--- config.mk ---
export PLATFORM = sky130hd
export DESIGN_NAME = lsu_dmem_ctrl_flat
export DESIGN_NICKNAME = d
export VERILOG_FILES = /design/src/rtl/lsu_pkg.sv /design/src/rtl/lsu_dmem_ctrl_if.sv /design/src/rtl/lsu_align.sv /design/src/rtl/lsu_dmem_ctrl.sv /design/src/flat_wrapper.sv
export SDC_FILE = /design/constraint.sdc
export NUM_CORES = 1
export LEC_CHECK = 0
export CORE_ASPECT_RATIO = 0.8
export CORE_UTILIZATION = 51
export CTS_BUF_LIST = sky130_fd_sc_hd__clkbuf_4
export DETAILED_ROUTE_END_ITERATION = 10
export HOLD_SLACK_MARGIN = 0.1
export PLACE_DENSITY = 0.84
export SLEW_MARGIN = 20
export SYNTH_ARGS = -nofsm -noshare
export SYNTH_HDL_FRONTEND = slang
export SYNTH_SLANG_ARGS = --single-unit
export TNS_END_PERCENT = 20
--- constraint.sdc ---
create_clock -name clk -period 4.5 [get_ports clk]
set_input_delay 1.125 -clock clk [delete_from_list [all_inputs] [get_ports clk]]
set_output_delay 1.125 -clock clk [all_outputs]
set_load 0.1 [all_outputs]
--- src/rtl/lsu_pkg.sv ---
// lsu_pkg: funct3 codes, FSM state encodings and the access-size mask helper
// shared by the load/store unit and its lane-alignment logic.
package lsu_pkg;

  // RV32I load/store funct3 encodings (stores use the B/H/W codes)
  localparam logic [2:0] F3_B  = 3'b000;
  localparam logic [2:0] F3_H  = 3'b001;
  localparam logic [2:0] F3_W  = 3'b010;
  localparam logic [2:0] F3_BU = 3'b100;
  localparam logic [2:0] F3_HU = 3'b101;

  // Controller FSM states
  localparam logic [2:0] ST_IDLE = 3'd0;
  localparam logic [2:0] ST_ACC0 = 3'd1;
  localparam logic [2:0] ST_ACC1 = 3'd2;
  localparam logic [2:0] ST_RESP = 3'd3;
  localparam logic [2:0] ST_ERR  = 3'd4;

  // Right-aligned byte mask covering the bytes of one access
  function automatic logic [3:0] sizeMask(input logic [2:0] funct3);
    case (funct3[1:0])
      2'b00:   return 4'b0001;
      2'b01:   return 4'b0011;
      default: return 4'b1111;
    endcase
  endfunction

endpackage

--- src/rtl/lsu_dmem_ctrl_if.sv ---
// lsu_dmem_ctrl_if: request/response handshake and SRAM port of the LSU.
// The slave modport is the LSU itself; the master modport is its environment
// (datapath driving requests plus the SRAM returning read data).
interface lsu_dmem_ctrl_if #(
  parameter int ADDR_W = 10
) ();

  logic              req_valid;
  logic              req_ready;
  logic              req_we;
  logic [2:0]        req_funct3;
  logic [31:0]       req_addr;
  logic [31:0]       req_wdata;

  logic              rsp_valid;
  logic [31:0]       rsp_rdata;
  logic              rsp_err;

  logic              mem_en;
  logic [3:0]        mem_we;
  logic [ADDR_W-1:0] mem_addr;
  logic [31:0]       mem_wdata;
  logic [31:0]       mem_rdata;

  modport slave (
    input  req_valid, req_we, req_funct3, req_addr, req_wdata, mem_rdata,
    output req_ready, rsp_valid, rsp_rdata, rsp_err,
    output mem_en, mem_we, mem_addr, mem_wdata
  );

  modport master (
    output req_valid, req_we, req_funct3, req_addr, req_wdata, mem_rdata,
    input  req_ready, rsp_valid, rsp_rdata, rsp_err,
    input  mem_en, mem_we, mem_addr, mem_wdata
  );

endinterface

--- src/rtl/lsu_align.sv ---
// lsu_align: combinational lane logic for the LSU.
// Stores are placed into a 64-bit two-word window so an access that crosses a
// word boundary can be written as a low-word part and a high-word part.
// Loads are shifted down from a two-word window and sign/zero extended.
module lsu_align
  import lsu_pkg::*;
(
  input  logic [2:0]  funct3_i,
  input  logic [1:0]  byteOff_i,
  input  logic        hiHalf_i,
  input  logic [31:0] wdata_i,
  input  logic [31:0] rdataLo_i,
  input  logic [31:0] rdataHi_i,
  output logic [3:0]  we_o,
  output logic [31:0] wdata_o,
  output logic [31:0] rdata_o
);

  logic [7:0]  laneMask;
  logic [63:0] laneData;
  logic [31:0] loadShift;

  // Shift store enables/data into lanes and pick the low or high word half
  always_comb begin
    laneMask = {4'b0000, sizeMask(funct3_i)} << byteOff_i;
    laneData = {32'd0, wdata_i} << {byteOff_i, 3'b000};
    we_o     = hiHalf_i ? laneMask[7:4] : laneMask[3:0];
    wdata_o  = hiHalf_i ? laneData[63:32] : laneData[31:0];
  end

  // Bring the addressed bytes down to lane 0 and extend them per funct3
  always_comb begin
    loadShift = 32'({rdataHi_i, rdataLo_i} >> {byteOff_i, 3'b000});
    case (funct3_i)
      F3_B:    rdata_o = {{24{loadShift[7]}}, loadShift[7:0]};
      F3_H:    rdata_o = {{16{loadShift[15]}}, loadShift[15:0]};
      F3_W:    rdata_o = loadShift;
      F3_BU:   rdata_o = {24'd0, loadShift[7:0]};
      F3_HU:   rdata_o = {16'd0, loadShift[15:0]};
      default: rdata_o = 32'd0;
    endcase
  end

endmodule

--- src/rtl/lsu_dmem_ctrl.sv ---
// lsu_dmem_ctrl: RV32I load/store unit driving a single-port synchronous SRAM.
// One request per valid/ready handshake; a one-cycle response pulse reports
// the extended load data or an error (illegal funct3, out of range, misaligned).
// Optional build macro LSU_MISALIGN_SPLIT_EN: word-crossing misaligned accesses
// are split into two SRAM accesses instead of being rejected.
module lsu_dmem_ctrl
  import lsu_pkg::*;
#(
  parameter int          ADDR_W    = 10,
  parameter logic [31:0] BASE_ADDR = 32'h0000_0000
) (
  input logic             clk,
  input logic             rst,
  lsu_dmem_ctrl_if.slave  bus
);

  localparam logic [32:0] RANGE_BYTES = 33'd4 << ADDR_W;

  logic [2:0]        state_q, state_d;
  logic              we_q, we_d;
  logic [2:0]        funct3_q, funct3_d;
  logic [1:0]        byteOff_q, byteOff_d;
  logic [31:0]       wdata_q, wdata_d;
  logic              memEn_q, memEn_d;
  logic [3:0]        memWe_q, memWe_d;
  logic [ADDR_W-1:0] memAddr_q, memAddr_d;
  logic [31:0]       memWdata_q, memWdata_d;
  logic              rspValid_q, rspValid_d;
  logic              rspErr_q, rspErr_d;
  logic [31:0]       rspRdata_q, rspRdata_d;
`ifdef LSU_MISALIGN_SPLIT_EN
  logic              split_q, split_d;
  logic [31:0]       loWord_q, loWord_d;
  logic              crossing;
`else
  logic              misaligned;
`endif

  logic        reqReady;
  logic        accept;
  logic [31:0] off;
  logic [2:0]  sizeBytes;
  logic [32:0] lastByte;
  logic        outOfRange;
  logic        legalF3;
  logic        reqErr;

  logic [2:0]  alignF3;
  logic [1:0]  alignOff;
  logic [31:0] alignWdataIn;
  logic [31:0] alignRdLo;
  logic [31:0] alignRdHi;
  logic [3:0]  alignWe;
  logic [31:0] alignWdata;
  logic [31:0] alignRdata;

  assign reqReady = (state_q == ST_IDLE) && !rst;
  assign accept   = bus.req_valid && reqReady;

  assign off        = bus.req_addr - BASE_ADDR;
  assign lastByte   = {1'b0, off} + {30'd0, sizeBytes - 3'd1};
  assign outOfRange = lastByte >= RANGE_BYTES;

  // Number of bytes touched by the incoming request
  always_comb begin
    case (bus.req_funct3[1:0])
      2'b00:   sizeBytes = 3'd1;
      2'b01:   sizeBytes = 3'd2;
      default: sizeBytes = 3'd4;
    endcase
  end

  // Unsigned load encodings are reserved when used as stores
  always_comb begin
    case (bus.req_funct3)
      F3_B, F3_H, F3_W: legalF3 = 1'b1;
      F3_BU, F3_HU:     legalF3 = !bus.req_we;
      default:          legalF3 = 1'b0;
    endcase
  end

`ifdef LSU_MISALIGN_SPLIT_EN
  assign crossing = ({1'b0, off[1:0]} + sizeBytes) > 3'd4;
  assign reqErr   = !legalF3 || outOfRange;
`else
  assign misaligned = ((bus.req_funct3[1:0] == 2'b01) && off[0]) ||
                      ((bus.req_funct3[1:0] == 2'b10) && (off[1:0] != 2'b00));
  assign reqErr     = !legalF3 || outOfRange || misaligned;
`endif

  // Lane logic sees the live request while idle, the latched one afterwards
  assign alignF3      = (state_q == ST_IDLE) ? bus.req_funct3 : funct3_q;
  assign alignOff     = (state_q == ST_IDLE) ? off[1:0] : byteOff_q;
  assign alignWdataIn = (state_q == ST_IDLE) ? bus.req_wdata : wdata_q;
`ifdef LSU_MISALIGN_SPLIT_EN
  assign alignRdLo = split_q ? loWord_q : bus.mem_rdata;
  assign alignRdHi = split_q ? bus.mem_rdata : 32'd0;
`else
  assign alignRdLo = bus.mem_rdata;
  assign alignRdHi = 32'd0;
`endif

  lsu_align u_align (
    .funct3_i  (alignF3),
    .byteOff_i (alignOff),
    .hiHalf_i  (state_q == ST_ACC0),
    .wdata_i   (alignWdataIn),
    .rdataLo_i (alignRdLo),
    .rdataHi_i (alignRdHi),
    .we_o      (alignWe),
    .wdata_o   (alignWdata),
    .rdata_o   (alignRdata)
  );

  // Next state and next values of every registered output
  always_comb begin
    state_d    = state_q;
    we_d       = we_q;
    funct3_d   = funct3_q;
    byteOff_d  = byteOff_q;
    wdata_d    = wdata_q;
    memEn_d    = 1'b0;
    memWe_d    = 4'b0000;
    memAddr_d  = '0;
    memWdata_d = 32'd0;
    rspValid_d = 1'b0;
    rspErr_d   = 1'b0;
    rspRdata_d = 32'd0;
`ifdef LSU_MISALIGN_SPLIT_EN
    split_d    = split_q;
    loWord_d   = loWord_q;
`endif
    case (state_q)
      ST_IDLE: begin
        if (accept) begin
          we_d      = bus.req_we;
          funct3_d  = bus.req_funct3;
          byteOff_d = off[1:0];
          wdata_d   = bus.req_wdata;
`ifdef LSU_MISALIGN_SPLIT_EN
          split_d   = crossing;
`endif
          if (reqErr) begin
            state_d = ST_ERR;
          end else begin
            state_d   = ST_ACC0;
            memEn_d   = 1'b1;
            memAddr_d = off[ADDR_W+1:2];
            if (bus.req_we) begin
              memWe_d    = alignWe;
              memWdata_d = alignWdata;
            end
          end
        end
      end
      ST_ACC0: begin
        state_d = ST_RESP;
`ifdef LSU_MISALIGN_SPLIT_EN
        if (split_q) begin
          state_d   = ST_ACC1;
          memEn_d   = 1'b1;
          memAddr_d = memAddr_q + 1'b1;
          if (we_q) begin
            memWe_d    = alignWe;
            memWdata_d = alignWdata;
          end
        end
`endif
      end
`ifdef LSU_MISALIGN_SPLIT_EN
      ST_ACC1: begin
        loWord_d = bus.mem_rdata;
        state_d  = ST_RESP;
      end
`endif
      ST_RESP: begin
        state_d    = ST_IDLE;
        rspValid_d = 1'b1;
        rspRdata_d = we_q ? 32'd0 : alignRdata;
      end
      ST_ERR: begin
        state_d    = ST_IDLE;
        rspValid_d = 1'b1;
        rspErr_d   = 1'b1;
      end
      default: state_d = ST_IDLE;
    endcase
  end

  // State, request latch and output registers with synchronous reset
  always_ff @(posedge clk) begin
    if (rst) begin
      state_q    <= ST_IDLE;
      we_q       <= 1'b0;
      funct3_q   <= 3'd0;
      byteOff_q  <= 2'd0;
      wdata_q    <= 32'd0;
      memEn_q    <= 1'b0;
      memWe_q    <= 4'b0000;
      memAddr_q  <= '0;
      memWdata_q <= 32'd0;
      rspValid_q <= 1'b0;
      rspErr_q   <= 1'b0;
      rspRdata_q <= 32'd0;
`ifdef LSU_MISALIGN_SPLIT_EN
      split_q    <= 1'b0;
      loWord_q   <= 32'd0;
`endif
    end else begin
      state_q    <= state_d;
      we_q       <= we_d;
      funct3_q   <= funct3_d;
      byteOff_q  <= byteOff_d;
      wdata_q    <= wdata_d;
      memEn_q    <= memEn_d;
      memWe_q    <= memWe_d;
      memAddr_q  <= memAddr_d;
      memWdata_q <= memWdata_d;
      rspValid_q <= rspValid_d;
      rspErr_q   <= rspErr_d;
      rspRdata_q <= rspRdata_d;
`ifdef LSU_MISALIGN_SPLIT_EN
      split_q    <= split_d;
      loWord_q   <= loWord_d;
`endif
    end
  end

  assign bus.req_ready = reqReady;
  assign bus.mem_en    = memEn_q;
  assign bus.mem_we    = memWe_q;
  assign bus.mem_addr  = memAddr_q;
  assign bus.mem_wdata = memWdata_q;
  assign bus.rsp_valid = rspValid_q;
  assign bus.rsp_err   = rspErr_q;
  assign bus.rsp_rdata = rspRdata_q;

endmodule
--- src/flat_wrapper.sv ---
// flat-port wrapper written by rule: the top's interface ports become plain ports
module lsu_dmem_ctrl_flat import lsu_pkg::*;
#(
  parameter int          ADDR_W    = 10,
  parameter logic [31:0] BASE_ADDR = 32'h0000_0000
)
  (clk, rst, bus_req_valid, bus_req_we, bus_req_funct3, bus_req_addr, bus_req_wdata, bus_mem_rdata, bus_req_ready, bus_rsp_valid, bus_rsp_rdata, bus_rsp_err, bus_mem_en, bus_mem_we, bus_mem_addr, bus_mem_wdata);
  lsu_dmem_ctrl_if #(.ADDR_W(ADDR_W)) bus_i ();
  input logic clk;
  input logic rst;
  input wire logic [$bits(bus_i.req_valid)-1:0] bus_req_valid;
  input wire logic [$bits(bus_i.req_we)-1:0] bus_req_we;
  input wire logic [$bits(bus_i.req_funct3)-1:0] bus_req_funct3;
  input wire logic [$bits(bus_i.req_addr)-1:0] bus_req_addr;
  input wire logic [$bits(bus_i.req_wdata)-1:0] bus_req_wdata;
  input wire logic [$bits(bus_i.mem_rdata)-1:0] bus_mem_rdata;
  output wire logic [$bits(bus_i.req_ready)-1:0] bus_req_ready;
  output wire logic [$bits(bus_i.rsp_valid)-1:0] bus_rsp_valid;
  output wire logic [$bits(bus_i.rsp_rdata)-1:0] bus_rsp_rdata;
  output wire logic [$bits(bus_i.rsp_err)-1:0] bus_rsp_err;
  output wire logic [$bits(bus_i.mem_en)-1:0] bus_mem_en;
  output wire logic [$bits(bus_i.mem_we)-1:0] bus_mem_we;
  output wire logic [$bits(bus_i.mem_addr)-1:0] bus_mem_addr;
  output wire logic [$bits(bus_i.mem_wdata)-1:0] bus_mem_wdata;
  assign bus_i.req_valid = bus_req_valid;
  assign bus_i.req_we = bus_req_we;
  assign bus_i.req_funct3 = bus_req_funct3;
  assign bus_i.req_addr = bus_req_addr;
  assign bus_i.req_wdata = bus_req_wdata;
  assign bus_i.mem_rdata = bus_mem_rdata;
  assign bus_req_ready = bus_i.req_ready;
  assign bus_rsp_valid = bus_i.rsp_valid;
  assign bus_rsp_rdata = bus_i.rsp_rdata;
  assign bus_rsp_err = bus_i.rsp_err;
  assign bus_mem_en = bus_i.mem_en;
  assign bus_mem_we = bus_i.mem_we;
  assign bus_mem_addr = bus_i.mem_addr;
  assign bus_mem_wdata = bus_i.mem_wdata;
  lsu_dmem_ctrl #(.ADDR_W(ADDR_W), .BASE_ADDR(BASE_ADDR)) u_core (.clk(clk), .rst(rst), .bus(bus_i));
endmodule
# [After elaboration in Yosys (flattened, before gate mapping)]
# Cells that the tools add are included.
# W data, S select, Z words.
[word_totals] ff_bits=122 out_inout_bits=82
[op_classes] add_sub_neg=2 order_cmp=1 eq_ne=15 shifts=3 muxes=15 bitwise_logic=4 n_reduce_logical=24
[ops] op="$pmux W32 S5" n=1
[ops] op="$mux W32" n=2
[ops] op="$shl A32 B5 Y64" n=1
[ops] op="$add A32 B3 Y33" n=1
[ops] op="$ge A33 B13 Y1 const B" n=1
[ops] op="$shr A32 B5 Y32" n=1
[ops] op="$eq A3 B3 Y1 const B" n=5
[ops] op="$pmux W3 S2" n=2
[ops] op="$eq A3 B1 Y1 const B" n=3
[ops] op="$eq A3 B2 Y1 const B" n=3
[ops] op="$logic_not A3 Y1" n=3
[ops] op="$mux W3" n=3
[ops] op="$reduce_or A3 Y1" n=3
[ops] op="$pmux W4 S2" n=1
[ops] op="$shl A4 B2 Y8" n=1
[ops] op="$reduce_or A5 Y1" n=1
[ops] op="$eq A2 B1 Y1 const B" n=2
[ops] op="$logic_and A1 B1 Y1" n=4
[ops] op="$logic_not A2 Y1" n=2
[ops] op="$mux W4" n=1
[ops] op="$not A1 Y1" n=4
[ops] op="$reduce_or A2 Y1" n=2
[ops] op="$reduce_or A4 Y1" n=1
[ops] op="$logic_not A1 Y1" n=3
[ops] op="other kinds (9)" n=13

# [Logic depth before layout (Yosys ltp)]
[logic_depth] word_depth=10 depth_mapped=13 depth_no_buf=11

# [Cells and area by module]
# Synthesis repeated with hierarchy kept, for this count alone.
[hier_totals] hier_cells=733 area_unflattened_um2=7145.6
[modules_own_cells] mod="lsu_dmem_ctrl" instances=1 cells_each=514 area_per_inst_um2=5053.6 seq_area_each_um2=2442.3
[modules_own_cells] mod="lsu_align" instances=1 cells_each=219 area_per_inst_um2=2092.0 seq_area_each_um2=0.0

# [Worst setup path before layout]
# No wires, ideal clock.
[synth_timing] kind="input to register" startpoint="in bus_req_funct3[0]" endpoint="reg u_core.memWdata_q[10], in the netlist u_core.bus.mem_wdata[10]" setup_ns=0.138 arrival_time_ns=3.788 required_ns=4.362 slack_ns=0.574 path_stages=13 path_buffers=2 cell_sequence="or2_2 ha_1 inv_1 fa_1 nor2b_1 o21ai_2 nor4_1 mux2_2 or2_2 nand4_1 buf_4 buf_6 nor4_2"
[synth_via] elab_chain_len=8
[synth_rtl] item="from (decl)" line="flat_wrapper.sv:13" rtl="input wire logic [$bits(bus_i.req_funct3)-1:0] bus_req_funct3;"
[synth_rtl] item="$eq A2 B1 Y1 / $logic_not A2 Y1 (equally long branches)" line="lsu_dmem_ctrl.sv:66, lsu_dmem_ctrl.sv:86"
[synth_rtl] item="$pmux W3 S2" line="lsu_dmem_ctrl.sv:66" rtl="case (bus.req_funct3[1:0])"
[synth_rtl] item="$sub A3 B1 Y3" line="lsu_dmem_ctrl.sv:61" rtl="assign lastByte = {1'b0, off} + {30'd0, sizeBytes - 3'd1};"
[synth_rtl] item="$add A32 B3 Y33" line="lsu_dmem_ctrl.sv:61"
[synth_rtl] item="$ge A33 B13 Y1" line="lsu_dmem_ctrl.sv:62" rtl="assign outOfRange = lastByte >= RANGE_BYTES;"
[synth_rtl] item="$logic_or A1 B1 Y1" line="lsu_dmem_ctrl.sv:88" rtl="assign reqErr = !legalF3 || outOfRange || misaligned;"
[synth_rtl] item="$logic_or A1 B1 Y1 *" line="lsu_dmem_ctrl.sv:88"
[synth_rtl] item="$reduce_or A5 Y1 (no source line) *"
[synth_rtl] item="to (signal assigned)" line="lsu_dmem_ctrl.sv:218" rtl="memWdata_q <= memWdata_d;"
[synth_rtl] item="to (decl)" line="lsu_dmem_ctrl.sv:27" rtl="logic [31:0] memWdata_q, memWdata_d;"
# Every way passes the cells marked *; elsewhere a longest branch is shown, timed or not.
# A chain may end at the register's enable or synchronous reset.

# [Worst setup path in the final report]
[layout_timing] startpoint="in bus_req_funct3[1]" endpoint="reg u_core.memWdata_q[29], in the netlist u_core.bus.mem_wdata[29]"
# The elaborated chain is that of the path after synthesis.

==> out/metrics.csv <==
metric,value,unit
hold_viol_final,0,
end_kind,flop,
switching_share,0.310,
root_buffer,clkbuf_4,
die_w,132,um
power,0.00256,W
port_buffers,184,
fin_cells,1228,
mostFrequentLayoutCells,"nand2_1 (212), clkdlybuf4s50_1 (183), dfxtp_1 (122)",
grt_start_max_net_pins,80,
final_period_minus_worst_setup_slack,4080,ps
dp.cells,1196,
cts_max_path_buffers,2,
ir_drop,0.167,mV
switching_power,0.000793,W
syn_nets,983,
synth_ff_type,dfxtp_1,
clock_sinks,122,
post-route-drc-count,0,
hp-class,reg -> reg,
grt.total_usage,0.332,
arrival,4520,ps
clock_latency,540,ps
syn_inst,876,
crit_path_start_kind,input port,
synth_top_area_frac,0.355,
cts_setup_buffers,0,
min_path_cells,2,
cts_tree,built,
p_comb_frac,0.209,
max_freq,245,MHz
ys_warn_count,0,
syn_area,6880,sq um
criticalPathCategory,in -> reg,
wl_per_cell,18.4,um
dpl.hpwl,16100,um
skew,21.4,ps
slew_headroom,0.304,
overflow,0,
diodes,0,
ant_nets,0,
final_nets,1147,
initial_utilization,0.529,
hp-start,u_core.we_q$_SDFFE_PP0P_,
cts_inserted_buffers,17,
synthArstFlopShare,0,
r2r-start,u_core.state_q[2]$_SDFFE_PP0P_,
grt-busiest-layer,met2,
status,completed,
core-area,13000,sq um
met3_usage,0.0649,
layout_commonest_cell,nand2_1,
grt_use_met1,0.461,
drive_gt1_frac,0.103,
cp.required,4930,ps
drt_iter0_drc,906,
finalMaxSlewViolations,0,
synth_edf_count,0,
place_congestion,0.949,
cts_resized,0,
critPathMaxFanout,38,
hold_buffers,0,
rows,37,
tightestPinTransition,1040,ps
ys_types,69,
p_leak,3.35,nW
crit_path_start,bus_req_funct3[1],
ys_seq_area_frac,0.355,
die-area,14000,sq um
seq_power_share,0.441,
boundaryPins,185,
grt_first_pass_wirelength,36500,um
rsz0062_at_grt,false,
grt_pass1_vias,7028,
die_y,106,um
antenna_found_initial,0,
clk_pin_slew,120,ps
avgViaCountPerCell,6.07,
drt-total-wl,22600,um
synth_area_per_cell,7.86,sq um
p_per_area,277,nW/um^2
htreeDepth,4,
post-route-period-util,0.907,
reg2reg_depth,9,
dr.pass1.iters,6,
yosys-top-cells-area,"dfxtp_1 (35%), nand2_1 (12%), mux2i_1 (5.1%), nor4_2 (4.0%), o21ai_0 (4.0%)",
yosys_register_bits,122,
vias,7455,
yosys.area.top_type,dfxtp_1,
finalSetupViolations,0,
synthToLayoutAreaGrowth,34.2,%
drv_cap,0,
p_int,0.00177,W
grt_util_met2,0.499,
p_clk_frac,0.350,
==> sequential cells by signal (all words and copies together), names as in the netlist, 2 cells and up <==
signal	cells
u_core.bus.rsp_rdata	32
u_core.state_q	3
u_core.bus.mem_wdata	32
u_core.funct3_q	3
u_core.byteOff_q	2
u_core.bus.mem_addr	10
u_core.bus.mem_we	4
u_core.wdata_q	32
==> per-layer routing <==
metal  up-vias  part of all wire
met4         0             0.031
met2       460              0.44
li1       3486                 -
met5         -                 0
met1      3452              0.43
met3        57              0.10
==> final timing paths <==
kind                                                       endpoint  slack (ps)
worst max-delay path            u_core.bus.mem_wdata[29]$_SDFF_PP0_         420
worst min-delay path                       u_core.we_q$_SDFFE_PP0P_         470
worst max register to register  u_core.bus.rsp_rdata[28]$_SDFF_PP0_        1270
worst min register to register             u_core.we_q$_SDFFE_PP0P_         470
==> cell usage after synthesis, types with 9 or more instances <==
library cell and count:
a2111oi_2 9, a211oi_1 9, a21oi_1 50, a22oi_1 25
and3_1 13, and4_1 16, buf_2 11, clkbuf_1 45
dfxtp_1 122, mux2i_1 35, nand2_1 213, nand2b_1 37
nand4_1 13, nor2_1 41, nor2b_1 14, nor3_1 10
nor4_1 14, nor4_2 22, o21ai_0 55
==> power by group through the flow <==
stage	sequential, W	clock [W]	combinational (W)
after global placement	0.00115	0	0.000512
final	0.00113	0.000896	0.000535
after detailed placement	0.00115	0	0.000518
after floorplan	0.00115	0	0.000299
after global routing	0.00113	0.000950	0.000580
after CTS	0.00113	0.000902	0.000522
==> critical path, stage by stage <==
cell and delay (ps):
clkdlybuf4s50_1 490, or2_2 110, ha_1 210, inv_1 70, fa_1 400, nor2b_1 130
buf_4 150, o21ai_2 100, buf_4 180, o31ai_1 310, nand4_1 170, a211oi_2 200
nand4_1 210, buf_12 260, a2111oi_2 360
==> logic make-up after synthesis <==
kind of cell | count (synthesis) | synth area share
mux | 37 | 0.0542
fa+ha+maj | 4 | 0.00836
buf+inv | 71 | 0.0445
compound gates | 204 | 0.201
simple gates | 432 | 0.331
other cells | 1 | 0.000545
xor+xnor | 5 | 0.00636
flops | 122 | 0.355
==> cell type report <==
class	count	area, sq um
Clock buffer	17	128
Clock inverter	15	199
Fill cell	1037	3770
Inverter	8	30.0
Multi-Input combinational cell	683	4160
Sequential cell	122	2440
Tap cell	175	219
Timing Repair Buffer	208	2060
==> through the flow <==
| stage | setup WS, ps | hold slack (ps) | area, sq um | util | setup TNS [ps] |
|---|---|---|---|---|---|
| after floorplan | 574 | 436 | 6880 | - | 0 |
| after global placement | 22.7 | 445 | 8910 | 0.685 | 0 |
| after detailed placement | -72.1 | 458 | 8910 | 0.685 | -534 |
| after CTS | 494 | 474 | 9240 | 0.710 | 0 |
| after global routing | 229 | 501 | 9240 | 0.710 | 0 |
| final | 419 | 473 | 9240 | 0.710 | 0 |
(Power assumes the default switching activity.)
